<file path="src/rtl/prog_run_ctrl.sv">
// prog_run_ctrl: run controller that launches the core at a captured start
// address, gates execution through RunEn, counts executed instructions and
// ends the run on a decoded halt or on reaching MAX_INSTR. Pause and
// single-step allow debug control of a run.
// Optional breakpoint support is compiled in with `define PROG_RUN_CTRL_BKPT_EN.
module prog_run_ctrl #(
  parameter int PC_W = 8,
  parameter int CNT_W = 16,
  parameter logic [CNT_W-1:0] MAX_INSTR = 16'hFFFF
) (
  input  logic             CLK,
  input  logic             Reset,
  input  logic             Go,
  input  logic [PC_W-1:0]  StartAddr,
  input  logic             Pause,
  input  logic             Step,
  input  logic             Halt,
  input  logic [PC_W-1:0]  PC,
`ifdef PROG_RUN_CTRL_BKPT_EN
  input  logic [PC_W-1:0]  BkptAddr,
  input  logic             BkptArm,
  output logic             BkptHit,
`endif
  output logic             Start,
  output logic [PC_W-1:0]  Start_Addr,
  output logic             RunEn,
  output logic             Busy,
  output logic             Done,
  output logic             TimedOut,
  output logic [CNT_W-1:0] InstrCount
);

  typedef enum logic [2:0] {IDLE, LAUNCH, RUN, PAUSED, DONE} state_t;

  state_t           state;
  logic [CNT_W-1:0] count;
  logic [CNT_W-1:0] count_inc;
  logic             at_limit;
  logic             run_en;
  logic             bkpt_trig;

`ifdef PROG_RUN_CTRL_BKPT_EN
  logic bkpt_skip;

  // A breakpoint fires in RUN on a PC match, unless we are resuming onto the
  // very instruction that caused the previous hit.
  assign bkpt_trig = (state == RUN) && BkptArm && (PC == BkptAddr) && !bkpt_skip;
`else
  logic unused_pc;

  // PC is only consumed by the breakpoint compare.
  assign unused_pc = ^PC;
  assign bkpt_trig = 1'b0;
`endif

  assign count_inc = count + CNT_W'(1);
  assign at_limit  = (count_inc == MAX_INSTR);

  // RunEn must drop in the same cycle Pause rises or a breakpoint fires, so it
  // is decoded from the current state and inputs rather than registered.
  always_comb begin
    run_en = 1'b0;
    case (state)
      RUN:     run_en = !Pause && !bkpt_trig;
      PAUSED:  run_en = Pause && Step;
      default: run_en = 1'b0;
    endcase
  end

  assign RunEn      = run_en;
  assign InstrCount = count;

  // Run sequencing: state, registered pulses, captured address and counters.
  always_ff @(posedge CLK) begin
    if (Reset) begin
      state      <= IDLE;
      Start      <= 1'b0;
      Start_Addr <= '0;
      Busy       <= 1'b0;
      Done       <= 1'b0;
      TimedOut   <= 1'b0;
      count      <= '0;
`ifdef PROG_RUN_CTRL_BKPT_EN
      BkptHit    <= 1'b0;
      bkpt_skip  <= 1'b0;
`endif
    end else begin
      Start <= 1'b0;
      Done  <= 1'b0;
      case (state)
        IDLE: begin
          if (Go) begin
            Start_Addr <= StartAddr;
            count      <= '0;
            TimedOut   <= 1'b0;
            Start      <= 1'b1;
            Busy       <= 1'b1;
`ifdef PROG_RUN_CTRL_BKPT_EN
            BkptHit    <= 1'b0;
            bkpt_skip  <= 1'b0;
`endif
            state      <= LAUNCH;
          end
        end
        LAUNCH: begin
          state <= Pause ? PAUSED : RUN;
        end
        RUN, PAUSED: begin
          if (run_en) begin
            count <= count_inc;
`ifdef PROG_RUN_CTRL_BKPT_EN
            bkpt_skip <= 1'b0;
`endif
            if (Halt) begin
              Done  <= 1'b1;
              state <= DONE;
            end else if (at_limit) begin
              TimedOut <= 1'b1;
              Done     <= 1'b1;
              state    <= DONE;
            end
          end else if (state == RUN) begin
            state <= PAUSED;
`ifdef PROG_RUN_CTRL_BKPT_EN
            if (bkpt_trig) begin
              BkptHit   <= 1'b1;
              bkpt_skip <= 1'b1;
            end
`endif
          end else if (!Pause) begin
            state <= RUN;
          end
        end
        DONE: begin
          Busy  <= 1'b0;
          state <= IDLE;
        end
        default: state <= IDLE;
      endcase
    end
  end

endmodule

</file>
<file path="config.mk">
export PLATFORM = sky130hd
export DESIGN_NAME = prog_run_ctrl
export DESIGN_NICKNAME = d
export VERILOG_FILES = /design/src/rtl/prog_run_ctrl.sv
export SDC_FILE = /design/constraint.sdc
export NUM_CORES = 1
export LEC_CHECK = 0
export CAP_MARGIN = 20
export CORE_MARGIN = 10
export CORE_UTILIZATION = 46
export CTS_CLUSTER_SIZE = 8
export DETAILED_ROUTE_END_ITERATION = 8
export HOLD_SLACK_MARGIN = 0.12
export PLACE_DENSITY_LB_ADDON = 0.15
export SYNTH_ARGS = -nofsm -noshare
export SYNTH_HDL_FRONTEND = slang
export SYNTH_SLANG_ARGS = --single-unit
</file>
<file path="constraint.sdc">
create_clock -name CLK -period 6.05 [get_ports CLK]
set_input_delay 0.605 -clock CLK [delete_from_list [all_inputs] [get_ports CLK]]
set_output_delay 0.605 -clock CLK [all_outputs]
set_load 0.005 [all_outputs]
</file>
==> results of run 1 <==
[cells in the final DEF, fill, tap and decap left out, types with 2 or more instances in the layout]
cell type,instances
sky130_fd_sc_hd__a211oi_1,4
sky130_fd_sc_hd__nor3_1,2
sky130_fd_sc_hd__dfxtp_1,31
sky130_fd_sc_hd__o22ai_1,2
sky130_fd_sc_hd__inv_1,5
sky130_fd_sc_hd__clkbuf_8,2
sky130_fd_sc_hd__nand4_1,4
sky130_fd_sc_hd__ha_1,2
sky130_fd_sc_hd__clkbuf_4,5
sky130_fd_sc_hd__or2_2,2
sky130_fd_sc_hd__and3_1,5
sky130_fd_sc_hd__a21oi_1,18
sky130_fd_sc_hd__xor2_1,2
sky130_fd_sc_hd__nand3_1,5
sky130_fd_sc_hd__a311oi_1,2
sky130_fd_sc_hd__nand3b_1,3
sky130_fd_sc_hd__nand2b_1,2
sky130_fd_sc_hd__nor2_1,27
sky130_fd_sc_hd__xnor2_1,8
sky130_fd_sc_hd__or4_1,2
sky130_fd_sc_hd__clkdlybuf4s50_1,42
sky130_fd_sc_hd__nor4_1,3
sky130_fd_sc_hd__nand2_1,29
sky130_fd_sc_hd__nor2b_1,2
sky130_fd_sc_hd__a31oi_1,5
sky130_fd_sc_hd__o21ai_0,5
[worst min path at each step]
stage	from	end	slack, ps	depth (start not counted)
after floorplan	Start_Addr[0]$_SDFFE_PP0P_	Start_Addr[0]$_SDFFE_PP0P_	450	2
after global placement	Start_Addr[3]$_SDFFE_PP0P_	Start_Addr[3]$_SDFFE_PP0P_	440	2
after detailed placement	Start_Addr[0]$_SDFFE_PP0P_	Start_Addr[0]$_SDFFE_PP0P_	450	2
after CTS	Start_Addr[0]$_SDFFE_PP0P_	Start_Addr[0]$_SDFFE_PP0P_	460	2
after global routing	Start_Addr[4]$_SDFFE_PP0P_	Start_Addr[4]$_SDFFE_PP0P_	480	2
final	Start_Addr[0]$_SDFFE_PP0P_	Start_Addr[0]$_SDFFE_PP0P_	460	2
[kinds of logic (layout without fill, tap and decap cells)]
group	Yosys count	after routing
buffers and inverters	14	56
AO/OA/AOI/OAI	42	42
adder cells (fa/ha/maj)	2	2
multiplexers	1	1
flip-flops	31	31
XOR/XNOR	10	10
AND/OR/NAND/NOR	97	97
[synthesized netlist by cell type, types with 2 or more instances]
cell type / number / area, sq um
sky130_fd_sc_hd__inv_1: 5 / 18.8
sky130_fd_sc_hd__dfxtp_1: 31 / 621
sky130_fd_sc_hd__and3_1: 5 / 31.3
sky130_fd_sc_hd__nor2_1: 27 / 101
sky130_fd_sc_hd__nand2b_1: 2 / 12.5
sky130_fd_sc_hd__o21ai_0: 5 / 25.0
sky130_fd_sc_hd__xnor2_1: 8 / 70.1
sky130_fd_sc_hd__a21oi_1: 18 / 90.1
sky130_fd_sc_hd__nand4_1: 4 / 25.0
sky130_fd_sc_hd__nand3_1: 5 / 25.0
sky130_fd_sc_hd__nor2b_1: 2 / 12.5
sky130_fd_sc_hd__a311oi_1: 2 / 17.5
sky130_fd_sc_hd__nor4_1: 3 / 18.8
sky130_fd_sc_hd__o22ai_1: 2 / 12.5
sky130_fd_sc_hd__ha_1: 2 / 25.0
sky130_fd_sc_hd__a31oi_1: 5 / 31.3
sky130_fd_sc_hd__or2_2: 2 / 12.5
sky130_fd_sc_hd__nor3_1: 2 / 10.0
sky130_fd_sc_hd__clkbuf_1: 8 / 30.0
sky130_fd_sc_hd__nand3b_1: 3 / 22.5
sky130_fd_sc_hd__xor2_1: 2 / 17.5
sky130_fd_sc_hd__nand2_1: 29 / 109
sky130_fd_sc_hd__or4_1: 2 / 15.0
sky130_fd_sc_hd__a211oi_1: 4 / 30.0
[flip-flops by register name, summed over array words and instances (netlist names)]
register	cells
state	3
Start	1
Busy	1
InstrCount	16
Start_Addr	8
Done	1
TimedOut	1
[routing by layer]
| layer | global-route usage | part of all wire |
|---|---|---|
| met1 | 0.139 | 0.44 |
| met2 | 0.205 | 0.46 |
| met3 | 0.0683 | 0.082 |
| met4 | 0.0376 | 0.011 |
| met5 | 0 | 0 |
[worst max-delay path: stages]
cell and delay [ps]:
sky130_fd_sc_hd__clkdlybuf4s50_1 510, sky130_fd_sc_hd__and3_1 160, sky130_fd_sc_hd__o21ai_1 60, sky130_fd_sc_hd__buf_4 190
sky130_fd_sc_hd__inv_1 350, sky130_fd_sc_hd__clkdlybuf4s50_1 600
[power by group through the flow]
stage	combinational, mW	clock, mW	sequential (mW)
floorplan	0.0400	0	0.227
CTS	0.0763	0.144	0.223
global placement	0.0760	0	0.227
global route	0.0852	0.151	0.225
finish	0.0752	0.139	0.223
detailed placement	0.0759	0	0.228
[final cells by class]
| class | instances | share of cell area |
|---|---|---|
| clock buffers | 8 | 0.0331 |
| inverters | 5 | 0.00904 |
| multi-input cells | 152 | 0.425 |
| flip-flops and latches | 31 | 0.299 |
| well taps | 46 | 0.0277 |
| repair buffers | 43 | 0.206 |
[metrics by stage]
stage	hold WS (ps)	std cells
6_report	456	285
2_1_floorplan	453	197
3_5_place_dp	447	277
5_1_grt	476	285
4_1_cts	459	285
3_3_place_gp	441	277
==> metrics.md, run 1 <==
| Metric | Value |
|---|---|
| Result of the run | `completed` |
| Ant diodes | `0` |
| Switch share | `0.271` |
| Final Power | `0.438 mW` |
| Pin count of the biggest net entering global routing | `26` |
| Post-Syn Nets | `221` |
| Clock buffer count from CTS | `5` |
| Number of hold violations in the final report | `0` |
| Core box area | `between 3000 and 4000 sq um` |
| Clock sink count | `31` |
| Die area | `a little over 6000 sq um` |
| Via Count | `1497` |
| TritonCTS clock tree | `yes` |
| Critical Path Fanout Max | `17` |
| Least setup slack across all paths after layout | `2950 ps` |
| Worst R2R Start | `InstrCount[0]$_SDFFE_PP0P_` |
| Number of port buffers | `42` |
| Largest clock skew in the final design | `5.50 ps` |
| Post-synthesis compound-gate area fraction | `0.164` |
| Overall overflow remaining after global route | `0` |
| Clock latency on the worst-skew pair | `320 ps` |
| Synthesized-area fraction occupied by adder cells | `0.0161` |
| Register clock-pin slew on the reported worst setup and hold paths | `90 ps` |
| Share of power burned in the clock network | `0.319` |
| Share of the core filled with cells | `0.627` |
| Final design area excluding fillers | `2080 sq um` |
| Ys Warns | `0` |
| Multi-input logic area | `883 sq um` |
| Worst setup startpoint | `Pause` |
| Relative contribution of sequential cells to total power | `0.509` |
| GRT Util Overall | `0.126` |
| Highest achievable clock rate | `323 MHz` |
| Fraction of the mapped netlist area in simple logic gates | `0.324` |
| Average wire length per cell after detail routing | `13.3 um` |
| CTS HTree Levels | `2` |
| First-pass GRT wire length | `6470 um` |
| Via count of the first global-routing pass | `around 1400` |
| Post-synthesis cell type count | `43` |
| Comb pwr share | `0.172` |
| Clock Tree Buf Depth | `2` |
| Leakage power of the design | `slightly above 0.7 nW` |
| Number of nets with antenna violations after routing | `0` |
| Max Slew Vio Count | `0` |
| Worst reg-to-reg setup slack | `3690 ps` |
| Critical path startpoint category | `input port` |
| Data required time at the worst endpoint | `5440 ps` |
| Post-CTS Resized | `0` |
| Combinational family with the most area after synthesis | `simple AND/OR/NAND/NOR gates` |
| Share of synthesized registers carrying an async set or reset | `0` |
| Worst Hold Class | `reg2reg` |
| R2r worst-path depth | `7` |
| Area growth syn-to-layout | `33.3%` |
| Portion of the clock cycle consumed by the worst path in the final layout | `0.512` |
| Sequential cell area in the final layout | `621 sq um` |
| Power density relative to cell area | `211 nW/um^2` |
| Maximum capacitance violations | `0` |
| Worst slack after detailed placement | `2950 ps` |
| Most used flip-flop cell after synthesis | `sky130_fd_sc_hd__dfxtp_1` |
| Post-synthesis instance area | `about 1600 sq um` |
| Sequential share of the synthesized area | `0.398` |
| Number of flops mapped to enable cells by yosys | `0` |
| Reg-to-reg critical path endpoint | `Done$_SDFF_PP0_` |
| Internal power summed over all cells | `around 0.32 mW` |
| Synthesis-stage register bit count | `31` |
| Worst setup endpoint | `RunEn` |
| XOR/XNOR share of the synthesized area | `0.0562` |
| Final nets | `262` |
| Die H | `around 80 um` |
| Post-Route Setup TNS | `0 ps` |
| Post-synthesis cell count | `197` |
| Placed wire-length estimate after detailed placement | `2820 um` |
| FP Rows | `21` |
| IO Count | `between 50 and 60` |
| Slew of the pin with the lowest slew margin | `865 ps` |
| Worst Setup Path Type | `in2out` |
| Initial Utilization | `0.471` |
| Minimum period implied by the final worst setup slack | `roughly 3100 ps` |
| Number of design rule violations left after detail routing | `0` |
| Cell area after placement | `2010 sq um` |
| Worst setup EP type | `output port` |
| Root buffer selected by CTS | `sky130_fd_sc_hd__clkbuf_4` |
| Post-CTS setup-driven buffer insertion count | `0` |
| First-iteration detailed-routing DRC count | `~110` |
| Post-cts hold buffer count | `0` |
| Net Sw Power | `approximately 0.12 mW` |
| Multiplexer share of the synthesized area | `0.00643` |
| Detailed-route vias per instance | `5.25` |
| Aggregate routed wire length | `3780 um` |
| Share of final-layout standard cells stronger than drive strength 1 | `0.0753` |
| Filler instances | `327` |
| Syn_area_per_cell | `7.91 sq um` |
| Worst supply voltage drop on vdd | `roughly 0.17 mV` |
| RSZ-0062 raised after global routing | `false` |
| Final setup violation count | `0` |
| Weighted congestion at the end of routability-driven global placement | `0.887` |
| Number of antenna violations at the first check in global routing | `0` |
| Die width | `78.2 um` |
| Initial DRT Pass Iterations | `4` |
| Headroom to the max-slew limit | `0.422` |
| Data arrival time of the critical path | `2490 ps` |
Power figures use the tool's default switching activity.
==> run 2: changes to the inputs <==
--- a/config.mk
+++ b/config.mk
@@ -7,7 +7,7 @@
 export LEC_CHECK = 0
 export CAP_MARGIN = 20
 export CORE_MARGIN = 10
-export CORE_UTILIZATION = 46
+export CORE_UTILIZATION = 41
 export CTS_CLUSTER_SIZE = 8
 export DETAILED_ROUTE_END_ITERATION = 8
 export HOLD_SLACK_MARGIN = 0.12
==> constraint.sdc (replaced) <==
create_clock -name CLK -period 2.5 [get_ports CLK]
set_input_delay 0.25 -clock CLK [delete_from_list [all_inputs] [get_ports CLK]]
set_output_delay 0.25 -clock CLK [all_outputs]
set_load 0.005 [all_outputs]
==> metrics.md, run 2 (synthesis gave the netlist of run 1 again) <==
| Metric | Value |
|---|---|
| Area growth syn-to-layout | `40.0%` |
| Clock Tree Buf Depth | `2` |
| Slowest cell delay on critical path | `roughly 590 ps` |
| Worst reg-to-reg setup slack | `350 ps` |
| Share of final-layout standard cells stronger than drive strength 1 | `0.0943` |
| Clock buffer count from CTS | `5` |
| Worst setup endpoint | `state[0]$_SDFFE_PP0P_` |
| Aggregate routed wire length | `roughly 4100 um` |
| CTS HTree Levels | `2` |
| Ant diodes | `0` |
| Post-Route Setup TNS | `0 ps` |
| Number of port buffers | `42` |
| Worst R2R Start | `InstrCount[0]$_SDFFE_PP0P_` |
| Data required time at the worst endpoint | `2680 ps` |
| Reg-to-reg critical path endpoint | `state[0]$_SDFFE_PP0P_` |
| GRT Util Overall | `0.124` |
| Worst setup EP type | `flip-flop` |
| Average wire length per cell after detail routing | `13.9 um` |
| Portion of the clock cycle consumed by the worst path in the final layout | `0.862` |
| Worst Hold Class | `reg2reg` |
| Register clock-pin slew on the reported worst setup and hold paths | `70 ps` |
| Minimum period implied by the final worst setup slack | `roughly 2200 ps` |
| Critical path startpoint category | `flip-flop` |
| Weighted congestion at the end of routability-driven global placement | `between 0.8 and 0.9` |
| Most common library cell in the layout ignoring fill and taps | `sky130_fd_sc_hd__clkdlybuf4s50_1` |
| First-pass GRT wire length | `roughly 6500 um` |
| Critical Path Fanout Max | `5` |
| Number of nets with antenna violations after routing | `0` |
| Worst Setup Path Type | `reg2reg` |
| Number of design rule violations left after detail routing | `0` |
| IO Count | `51` |
| Headroom to the max-slew limit | `0.737` |
| Post-CTS Resized | `0` |
| Die area | `~6700 sq um` |
| Final setup violation count | `0` |
| R2r worst-path depth | `7` |
| Worst-case hold slack | `456 ps` |
| Clock latency on the worst-skew pair | `280 ps` |
| Clock sink count | `31` |
| Root buffer selected by CTS | `sky130_fd_sc_hd__clkbuf_8` |
| Via Count | `1513` |
| Via count of the first global-routing pass | `1419` |
| TritonCTS clock tree | `yes` |
| Power density relative to cell area | `about 610 nW/um^2` |
| Leakage power of the design | `0.761 nW` |
| Core box area | `approximately 3700 sq um` |
| FP Rows | `22` |
| Initial Utilization | `0.425` |
| Largest clock skew in the final design | `7.54 ps` |
| Slew of the pin with the lowest slew margin | `approximately 390 ps` |
| Master of the slowest instance on the critical path | `sky130_fd_sc_hd__or4_4` |
| Detailed-route vias per instance | `5.18` |
| Pin count of the biggest net entering global routing | `17` |
| Data arrival time of the critical path | `2340 ps` |
| Non-filler cells, final | `roughly 290` |
| Worst setup startpoint | `InstrCount[0]$_SDFFE_PP0P_` |
| Flip-flop count of the largest register, all copies and words added | `16` |
| Die H | `81.6 um` |
| Overall overflow remaining after global route | `0` |
| Die width | `a little over 80 um` |
| Worst supply voltage drop on vdd | `0.330 mV` |
| Max Slew Vio Count | `0` |
| Cells on Worst Hold Path | `2` |
| RSZ-0062 raised after global routing | `false` |
| Post-CTS setup-driven buffer insertion count | `0` |
| Most frequent cells in the layout | `42 x sky130_fd_sc_hd__clkdlybuf4s50_1, 31 x sky130_fd_sc_hd__dfxtp_1, 29 x sky130_fd_sc_hd__nand2_1, 27 x sky130_fd_sc_hd__nor2_1, 18 x sky130_fd_sc_hd__a21oi_1` |
| First-iteration detailed-routing DRC count | `50` |
| Cell Count Post-Placement | `284` |
| Highest achievable clock rate | `464 MHz` |
| Number of antenna violations at the first check in global routing | `0` |
| Result of the run | `completed` |
| Number of hold violations in the final report | `0` |
| Maximum capacitance violations | `0` |
| Placed wire-length estimate after detailed placement | `between 2000 and 3000 um` |
| Final nets | `267` |
| Post-cts hold buffer count | `0` |
| Initial DRT Pass Iterations | `4` |
| Chain of cells forming the critical path | `ha_1 -> nand3_2 -> nand2b_4 -> nor4b_2 -> o32ai_1 -> or4_4 -> a41o_1` |
-- run 2: cell types whose count changed in the layout (fill, tap and decap cells not counted), sizes merged --
cell and change:
bufinv +2, clkbuf -2, buf +5
-- run 2: worst min-delay path by stage --
| stage | from | end | slack, ps |
|---|---|---|---|
| floorplan | StartAddr[0] | Start_Addr[0]$_SDFFE_PP0P_ | 390 |
| global placement | Start_Addr[6]$_SDFFE_PP0P_ | Start_Addr[6]$_SDFFE_PP0P_ | 440 |
| detailed placement | Start_Addr[1]$_SDFFE_PP0P_ | Start_Addr[1]$_SDFFE_PP0P_ | 450 |
| CTS | Start_Addr[1]$_SDFFE_PP0P_ | Start_Addr[1]$_SDFFE_PP0P_ | 460 |
| global route | Start_Addr[1]$_SDFFE_PP0P_ | Start_Addr[1]$_SDFFE_PP0P_ | 470 |
| finish | Start_Addr[1]$_SDFFE_PP0P_ | Start_Addr[1]$_SDFFE_PP0P_ | 460 |
-- run 2: where the power goes --
part / total, mW / switching, mW / internal (mW)
Sequential: 0.537 / 0.0177 / 0.519
Combinational: 0.198 / 0.101 / 0.0962
Clock: 0.587 / 0.189 / 0.398
-- run 2: area by class of cell --
type                       instances  area (sq um)
tap                               48          60.1
sequential                        31           621
fill                             348          1480
timing repair buffer              48           465
inverter                           5          18.8
clock inverter                     2          60.1
clock buffer                       6          72.6
multi-input combinational        152           883
-- run 2: metrics by stage --
| step | power, mW | util | worst slack [ps] | cell area (sq um) |
|---|---|---|---|---|
| floorplan | 0.646 | - | 350 | 1560 |
| global placement | 0.746 | 0.559 | 387 | 2050 |
| detailed placement | 0.748 | 0.559 | 365 | 2050 |
| CTS | 1.34 | 0.596 | 343 | 2180 |
| global route | 1.38 | 0.596 | 180 | 2180 |
| finish | 1.32 | 0.596 | 346 | 2180 |
-- run 2: critical path, delay by kind of cell, from the launching register on --
family          cells  cell delay, ps
compound gates      2             370
fa+ha+maj           1             220
flops               1             340
simple gates        4            1120
-- run 2: metal layers --
| layer | GRT usage | vias up | wire length, um |
|---|---|---|---|
| li1 | - | 789 | - |
| met1 | 0.137 | 684 | 1760 |
| met2 | 0.204 | 35 | 1930 |
| met3 | 0.0535 | 5 | 315 |
| met4 | 0.0544 | 0 | 53 |
| met5 | 0 | - | 0 |
==> run 3: changes to the inputs <==
--- a/config.mk
+++ b/config.mk
@@ -8,10 +8,12 @@
 export CAP_MARGIN = 20
 export CORE_MARGIN = 10
 export CORE_UTILIZATION = 41
+export CTS_CLUSTER_DIAMETER = 60
 export CTS_CLUSTER_SIZE = 8
 export DETAILED_ROUTE_END_ITERATION = 8
 export HOLD_SLACK_MARGIN = 0.12
 export PLACE_DENSITY_LB_ADDON = 0.15
+export SKIP_CTS_REPAIR_TIMING = 1
 export SYNTH_ARGS = -nofsm -noshare
 export SYNTH_HDL_FRONTEND = slang
 export SYNTH_SLANG_ARGS = --single-unit
==> results of run 3 <==
Same layout as run 2: the final DEF is identical, and so are final timing and power.
